`src/rtl/matrix_ser_tx.sv`:
```
// 2x2 matrix serializer: frames the four elements row-major on sdo
// inside an enc envelope, with a lead-in, inter-frame gap and one-deep queue.
module matrix_ser_tx #(
    parameter int DW   = 16,
    parameter int LEAD = 6,
    parameter int GAP  = 2
) (
    input  logic          clk,
    input  logic          rst,
    input  logic          in_valid,
    output logic          in_ready,
    input  logic [DW-1:0] m00,
    input  logic [DW-1:0] m01,
    input  logic [DW-1:0] m10,
    input  logic [DW-1:0] m11,
    output logic          enc,
    output logic [DW-1:0] sdo,
    output logic          sdo_valid,
    output logic [1:0]    sdo_idx,
    output logic          done,
    output logic          busy
);

    typedef enum logic [1:0] {
        ST_IDLE,
        ST_LEAD,
        ST_SEND,
        ST_GAP
    } state_t;

    localparam logic [3:0] LEAD_LAST = 4'(LEAD - 1);
    localparam logic [3:0] GAP_LAST  = 4'(GAP - 1);

    state_t                state;
    state_t                state_n;
    logic [3:0]            cnt;
    logic [3:0]            cnt_n;
    logic [1:0]            idx;
    logic [1:0]            idx_n;
    logic [3:0][DW-1:0]    frame;
    logic [3:0][DW-1:0]    pending;
    logic [3:0][DW-1:0]    in_mat;
    logic                  pending_full;
    logic                  accept;
    logic                  start;
    logic                  load_in;
    logic                  load_pend;

    assign in_mat   = {m11, m10, m01, m00};
    assign in_ready = !pending_full;
    assign accept   = in_valid && in_ready && !rst;
    assign busy     = (state != ST_IDLE);

    always_comb begin
        state_n   = state;
        cnt_n     = cnt;
        idx_n     = idx;
        start     = 1'b0;
        load_in   = 1'b0;
        load_pend = 1'b0;
        enc       = 1'b0;
        sdo_valid = 1'b0;
        sdo       = '0;
        sdo_idx   = '0;
        done      = 1'b0;

        unique case (state)
            ST_IDLE: begin
                // A matrix parked in pending while we dropped to idle wins
                if (pending_full) begin
                    start     = 1'b1;
                    load_pend = 1'b1;
                end else if (accept) begin
                    start   = 1'b1;
                    load_in = 1'b1;
                end
            end
            ST_LEAD: begin
                enc = 1'b1;
                if (cnt == 4'd0) begin
                    state_n = ST_SEND;
                    idx_n   = 2'd0;
                end else begin
                    cnt_n = cnt - 4'd1;
                end
            end
            ST_SEND: begin
                enc       = 1'b1;
                sdo_valid = 1'b1;
                sdo       = frame[idx];
                sdo_idx   = idx;
                if (idx == 2'd3) begin
                    state_n = ST_GAP;
                    cnt_n   = GAP_LAST;
                end else begin
                    idx_n = idx + 2'd1;
                end
            end
            ST_GAP: begin
                done = (cnt == GAP_LAST);
                if (cnt == 4'd0) begin
                    if (pending_full) begin
                        start     = 1'b1;
                        load_pend = 1'b1;
                    end else begin
                        state_n = ST_IDLE;
                    end
                end else begin
                    cnt_n = cnt - 4'd1;
                end
            end
            default: state_n = ST_IDLE;
        endcase

        // A zero-length lead-in goes straight to the first word
        if (start) begin
            if (LEAD == 0) begin
                state_n = ST_SEND;
                idx_n   = 2'd0;
            end else begin
                state_n = ST_LEAD;
                cnt_n   = LEAD_LAST;
            end
        end
    end

    always_ff @(posedge clk) begin
        if (rst) begin
            state        <= ST_IDLE;
            cnt          <= 4'd0;
            idx          <= 2'd0;
            frame        <= '0;
            pending      <= '0;
            pending_full <= 1'b0;
        end else begin
            state <= state_n;
            cnt   <= cnt_n;
            idx   <= idx_n;
            if (load_in) begin
                frame <= in_mat;
            end else if (load_pend) begin
                frame <= pending;
            end
            if (load_pend) begin
                pending_full <= 1'b0;
            end else if (accept && !load_in) begin
                pending      <= in_mat;
                pending_full <= 1'b1;
            end
        end
    end

endmodule

```
`config.mk`:
```
export PLATFORM = sky130hd
export DESIGN_NAME = matrix_ser_tx
export DESIGN_NICKNAME = d
export VERILOG_FILES = /design/src/rtl/matrix_ser_tx.sv
export SDC_FILE = /design/constraint.sdc
export NUM_CORES = 1
export LEC_CHECK = 0
export BUFFER_PORTS_ARGS = -buffer_cell sky130_fd_sc_hd__buf_2
export CAP_MARGIN = 20
export CORE_MARGIN = 2
export CORE_UTILIZATION = 61
export CTS_BUF_LIST = sky130_fd_sc_hd__clkbuf_8
export DETAILED_ROUTE_END_ITERATION = 8
export PLACE_DENSITY = 0.81
export SLEW_MARGIN = 30
export SYNTH_ARGS = -nofsm -noshare
export SYNTH_HDL_FRONTEND = slang
export SYNTH_SLANG_ARGS = --single-unit
```
`constraint.sdc`:
```
create_clock -name clk -period 3.2 [get_ports clk]
set_input_delay 0.32 -clock clk [delete_from_list [all_inputs] [get_ports clk]]
set_output_delay 0.32 -clock clk [all_outputs]
set_load 0.1 [all_outputs]
```
==> results of run 1 <==
## worst max-delay path by stage
stage	from	to	slack [ns]	cells past startpoint
after floorplan	state[0]	done	0.40	2
after global placement	state[0]	cnt[3]	0.96	7
after detailed placement	state[0]	frame[17]	0.86	7
after CTS	state[0]	sdo[8]	0.51	4
after global routing	state[0]	sdo[6]	0.40	4
final	state[0]	sdo[5]	0.48	4
## registers in the layout, summed over array words and instances (netlist names)
name	flops
pending	64
state	2
frame	64
cnt	4
pending_full	1
idx	2
## stage by stage
step / utilization [%] / power, W / hold WS [ns] / setup slack, ns / cell area (um2)
after floorplan: - / 0.00414 / 0.436 / 0.398 / 6330
after global placement: 66.4 / 0.00448 / 0.440 / 0.963 / 6760
after detailed placement: 66.4 / 0.00457 / 0.446 / 0.861 / 6770
after CTS: 71.2 / 0.00630 / 0.104 / 0.508 / 7250
after global routing: 71.2 / 0.00662 / 0.102 / 0.404 / 7250
final: 71.2 / 0.00630 / 0.114 / 0.482 / 7250
## Yosys cell counts (2+ instances only)
cell type,number,area share [%]
dfxtp_1,137,43
nand2_1,132,7.8
a21oi_1,76,6.0
nor2_1,72,4.3
mux2i_1,64,10
a211oi_1,46,5.5
and2_1,21,2.1
a211oi_2,20,4.0
clkbuf_1,20,1.2
buf_2,16,1.3
mux4_2,16,5.7
ha_1,9,1.8
buf_4,7,0.83
buf_6,7,1.2
o21ai_0,7,0.55
inv_1,6,0.36
nor3_1,6,0.47
buf_1,5,0.30
nor2b_1,2,0.20
nor3_2,2,0.32
or2_2,2,0.20
or3_1,2,0.20
## kinds of logic after synthesis
group	after synthesis	share of synthesized area, %
adders and majority gates	9	1.78
and+or+nand+nor	245	16.4
buffers and inverters	62	5.24
muxes	80	15.8
DFF	137	43.4
AOI/OAI and AO/OA	159	17.3
## metal layers
layer  track usage [%]  up-vias  wire [um]
met5                 0        -          0
met4              9.77        0        313
met3              6.74       28        815
met2              46.3      179       7480
met1              34.3     2441       6470
li1                  -     2535          -
## cell type report
| class | instances | share of cell area (%) |
|---|---|---|
| inverters | 7 | 0.362 |
| multi-input cells | 493 | 45.3 |
| clock buffers | 19 | 3.61 |
| repair buffers | 97 | 7.52 |
| clock inverters | 12 | 3.07 |
| flip-flops and latches | 137 | 37.8 |
| well taps | 136 | 2.35 |
## power by group
group	switching, W	internal [W]
Clock	0.000669	0.00104
Sequential	0.000329	0.00218
Combinational	0.00125	0.000833
Total	0.00225	0.00405
## worst max-delay path: stages, from the launching register on
cell and delay, ns:
dfxtp_1 0.36, inv_1 0.16, ha_1 0.72, and2_1 0.27, buf_2 0.44
==> summary.md, run 1 <==
| Metric | Value |
|---|---|
| Worst hold endpoint | pending[52] |
| Status | completed |
| Critical path arrival | between 2 and 2.5 ns |
| Vias | 5183 |
| Yosys reg bits | 137 |
| Worst Path Required | around 2.9 ns |
| Htree depth | 4 |
| Syn Inst Count | just under 700 |
| Avg Cell Area, Syn | roughly 9 um2 |
| # setup viols final | 0 |
| Period utilisation layout | between 80% and 90% |
| # DRC | 0 |
| Synth Flop Type | dfxtp_1 |
| Peak VDD IR | approximately 0.47 mV |
| Worst hold path class | in2reg |
| R2r setup slk | around 0.74 ns |
| CTS Root Cell | clkbuf_8 |
| Num CTS Buffers | 17 |
| Cts hold-fix bufs | 0 |
| Nets | 829 |
| Final Non-Filler Cells | approximately 900 |
| Syn_nets | between 700 and 800 |
| Setup_tns | 0 ns |
| Starting Density | 62.1% |
| P per Cell Area | between 800 and 900 nW/um2 |
| Largest net degree at the start of global routing | 80 |
| Commonest cells after routing, fill and taps aside | dfxtp_1 (137), nand2_1 (132), buf_2 (88) |
| Area grow syn2layout | 14.6% |
| Ratio of cells with drive above 1 in the final layout | approximately 23% |
| CP startpoint kind | flop |
| Clock buffer depth | 2 |
| Clk Latency, worst-skew pair | ~0.45 ns |
| Die Footprint | 11200 um2 |
| # diodes | 0 |
| RSZ-0062 raised after global routing | false |
| Routed wire length | about 15000 um |
| Max-slew violation count | 0 |
| Die W | about 110 um |
| Core ar. | between 10000 and 15000 um2 |
| Hold Fails Final Rpt | 0 |
| Crit. End Element | output pin |
| Clock-pin slew on the worst setup and hold paths | ~0.08 ns |
| Global route overflow | 0 |
| Gpl congestion | 0.824 |
| Detailed Route Iter0 Violations | about 310 |
| Highest clock rate | between 300 and 400 MHz |
| # IOs | 90 |
| R2R depth | 7 |
| Vias in the first global route | approximately 4.8k |
| CTS tree | yes |
| Headroom to the max-slew limit | between 40% and 50% |
| Placed insts | 870 |
| Tmin final | between 2 and 3 ns |
| Reg2reg start | state[0] |
| CP max FO | 26 |
| Number of fill cells | between 700 and 800 |
| Global-route wire length before repair | about 24000 um |
| Number of setup buffers added after CTS | 0 |
| P_leak | 2.61 nW |
| Register area | ~2700 um2 |
| Final ANT Viol Nets | 0 |
| Sequential element share of the synthesized area | about 43% |
| Synth Cell Area | ~6300 um2 |
| Hold Crit Depth | 3 |
| Area occupied by multi-input gates | ~3300 um2 |
| Overall routing resource usage | a little over a quarter |
| DR vias/cell | 5.75 |
| Worst hold start | m11[4] |
| Commonest non-fill, non-tap cell in the layout | dfxtp_1 |
| Row cnt | 37 |
| Die Span Y | 106 um |
| CP Class | reg2out |
| Worst-Margin Slew | 0.891 ns |
| Routed len/inst | 16.7 um |
| Initial antenna violation count | 0 |
| CTS Sinks | 137 |
| Pre-Repair DR Iteration Count | 5 |
| RR Endpoint | frame[50] |
| Detailed placement HPWL | between 9000 and 10000 um |
| Port Buffers | roughly 90 |
| Post-synth EDFFs | 0 |
| YS warnings | 0 |
| Cell variety after synth | 39 |
| Post-CTS Resized | 0 |
| Max cap viols | 0 |
| FFs w/ async S/R, synth | 0% |
| Worst clock skew | around 0.013 ns |
No activity file was read; power rests on OpenSTA's default activity.
==> run 2: changes to the inputs <==
- ABC_AREA: not set -> 1
- CORE_UTILIZATION: 61 -> 54
- PLACE_DENSITY: 0.81 -> 0.75
- clock period: 3.2 -> 2.5 ns (I/O delays scaled with it)
==> run 2 against run 1 <==
Sequential power rose by 20%. Via count rose by 26%. Critical path type unchanged. Clock skew fell by 0.0049 ns. Largest power group is now combinational cells. Synthesized cell count rose by 51%. Register-to-register slack got worse by 0.34 ns. Routed wire length rose by 7.7%. Flip-flop and latch count did not move. Cell area rose by 13%. Clock power rose by 11%.
==> summary.md, run 2 <==
| Metric | Value |
|---|---|
| Period utilisation layout | between 90 and 100% |
| Most frequent cell after synthesis | a21oi_1 |
| # IOs | 90 (unchanged) |
| Worst hold path class | in2reg |
| Die Span Y | 117 um (+11%) |
| GR Layer Usage met2 | 37.7% (-8.6 points) |
| Port Buffers | 89 (unchanged) |
| P_sw | 0.00376 W (+67%) |
| Avg Cell Area, Syn | 6.60 um2 (-28%) |
| Largest regs | frame x64, pending x64, cnt x4 |
| Max cap viols | 0 (unchanged) |
| Sequential element share of the synthesized area | 39.7% (-3.6 points) |
| CTS Root Cell | clkbuf_8 |
| Leading area contributor after synthesis | dfxtp_1 |
| Htree depth | 4 (unchanged) |
| Net Sw Frac | 42.4% (+6.7 points) |
| Global-route wire length before repair | 26800 um (+12%) |
| Largest net degree at the start of global routing | 131 (+64%) |
| Commonest non-fill, non-tap cell in the layout | a21oi_1 |
| # DRC | 0 (unchanged) |
| Synth top area cells | dfxtp_1 (40%), a21oi_1 (13%), o21ai_0 (12%) |
| Placed insts | 1238 (+42%) |
| Overall routing resource usage | 24.8% (-2.6 points) |
| Critical path arrival | 2.13 ns (-0.27 ns) |
| CTS Sinks | 137 (unchanged) |
| Die Footprint | 13700 um2 (+22%) |
| DR vias/cell | 5.15 (-10%) |
| Cell variety after synth | 21 (-46%) |
| Detailed Route Iter0 Violations | 606 (+97%) |
| Vias | 6548 (+26%) |
| Flop pwr share | 33.8% (-6.0 points) |
| Global route overflow | 0 (unchanged) |
| FFs w/ async S/R, synth | 0% (unchanged) |
| Share of power burned in the clock network | 21.4% (-5.8 points) |
| Cts hold-fix bufs | 1 (+1) |
| Headroom to the max-slew limit | 57.1% (+16 points) |
| Vias in the first global route | 5724 (+19%) |
| Clock-pin slew on the worst setup and hold paths | 0.07 ns (about the same) |
| Met1 Usage GRT | 34.3% (about the same) |
| Final ANT Viol Nets | 0 (unchanged) |
| Post-synth top cells | a21oi_1 (186), o21ai_0 (167), nand2_1 (156), inv_1 (153), dfxtp_1 (137) |
| Worst Path Required | 2.25 ns (-0.63 ns) |
| Max-slew violation count | 0 (unchanged) |
| Area grow syn2layout | 18.6% |
| Routed wire length | 16200 um (+7.7%) |
| Gpl congestion | 0.879 (+6.7%) |
| Pre-Repair DR Iteration Count | 7 (+2) |
| Combinational power share | 44.7% (+12 points) |
| Die W | 117 um (+11%) |
| Design internal power | 0.00511 W (+26%) |
| Row cnt | 41 (+11%) |
| Setup_tns | 0 ns (unchanged) |
| Yosys reg bits | 137 (unchanged) |
| CP max FO | 16 (-38%) |
| Routed len/inst | 12.8 um (-24%) |
| Tmin final | between 2 and 2.5 ns |
| Status | completed |
| Commonest cells after routing, fill and taps aside | a21oi_1 (170), o21ai_0 (167), inv_1 (156) |
| Clock buffer depth | 2 (unchanged) |
| Peak VDD IR | 0.999 mV (+110%) |
| Grt peak-use layer | met2 |
| Nets | 1162 (+40%) |
| # setup viols final | 0 (unchanged) |
| Final Non-Filler Cells | 1271 (+41%) |
| Starting Density | 54.9% (-7.2 points) |
| YS warnings | 0 (unchanged) |
| Syn_nets | 1122 (+46%) |
| RSZ-0062 raised after global routing | false |
| Crit. End Element | output pin |
| Synth Cell Area | 6900 um2 (+9.1%) |
| CP startpoint kind | flop |
| P per Cell Area | 1080 nW/um2 (+25%) |
| Initial antenna violation count | 0 (unchanged) |
| Detailed placement HPWL | 10600 um (+8.9%) |
| CP Class | reg2out |
| CTS tree | yes |
| Synth Flop Type | dfxtp_1 |
| Share of the synthesized area in the top cell type | 39.7% (-3.6 points) |
| Num CTS Buffers | 17 (unchanged) |
| P_leak | 3.81 nW (+46%) |
| Number of setup buffers added after CTS | 0 (unchanged) |
| Highest clock rate | roughly 420 MHz |
| Post-CTS Resized | 0 (unchanged) |
| Worst clock skew | 0.00823 ns (-0.00490 ns) |
| # diodes | 0 (unchanged) |
| Ratio of cells with drive above 1 in the final layout | 14.1% (-8.5 points) |
| Core ar. | 12600 um2 (+23%) |
| Worst-Margin Slew | 0.643 ns (-0.248 ns) |
| Syn Inst Count | 1046 (+51%) |
| Met3 Use GR | 5.97% (-0.77 points) |
| Post-synth EDFFs | 0 (unchanged) |
| Hold Fails Final Rpt | 0 (unchanged) |
| Clk Latency, worst-skew pair | 0.47 ns (+0.02 ns) |
run 2: logic make-up after synthesis:
family,synth area share [%]
AO/OA/AOI/OAI,25.8
flip-flops,39.7
XOR/XNOR,0.127
buffers and inverters,14.4
AND/OR/NAND/NOR,18.3
adder cells (fa/ha/maj),1.63
run 2: critical path, cell delays in order, from the launching register on:
cell,delay [ns]
dfxtp_1,0.43
inv_1,0.16
ha_4,0.22
inv_1,0.12
buf_4,0.40
a21oi_2,0.11
buf_12,0.19
run 2: layout make-up:
type	instances	area (um2)
timing repair buffer	104	901
inverter	154	579
clock buffer	21	289
tap	172	215
fill	1106	4380
sequential	137	2740
clock inverter	11	129
multi-input combinational	672	3330
run 2: power by group through the flow:
| stage | registers [W] | clock network [W] | logic, W |
|---|---|---|---|
| after detailed placement | 0.00304 | 0 | 0.00395 |
| after floorplan | 0.00297 | 0 | 0.00315 |
| after global routing | 0.00306 | 0.00203 | 0.00445 |
| after global placement | 0.00302 | 0 | 0.00389 |
| final | 0.00300 | 0.00190 | 0.00397 |
| after CTS | 0.00300 | 0.00193 | 0.00397 |
run 2: path summary, 6_finish.rpt:
kind                            slack [ns]  cells after the start       from    endpoint
worst min register to register        0.54                      4  frame[11]   frame[11]
worst max-delay path                  0.12                      6   state[0]     sdo[10]
worst min-delay path                  0.02                      3     m00[5]  pending[5]
worst max register to register        0.40                      9   state[0]   frame[54]
run 2: per-stage QoR:
stage	utilization, %	cell area, um2	power [W]	hold slack (ns)	setup WS [ns]
6_report	65.1	8190	0.00887	0.0217	0.123
5_1_grt	65.1	8190	0.00954	0.0222	0.0367
4_1_cts	65.1	8190	0.00890	0.000238	0.0957
3_5_place_dp	61.7	7760	0.00699	0.459	0.433
3_3_place_gp	61.7	7760	0.00691	0.458	0.468
2_1_floorplan	-	7060	0.00612	0.319	0.0499
run 2: per-layer routing:
layer,routed length [um],up-vias,share of wire (%)
met5,0,-,0
met2,7210,179,44
met3,980,30,6.0
met1,7750,2890,48
met4,300,0,1.8
li1,-,3449,-
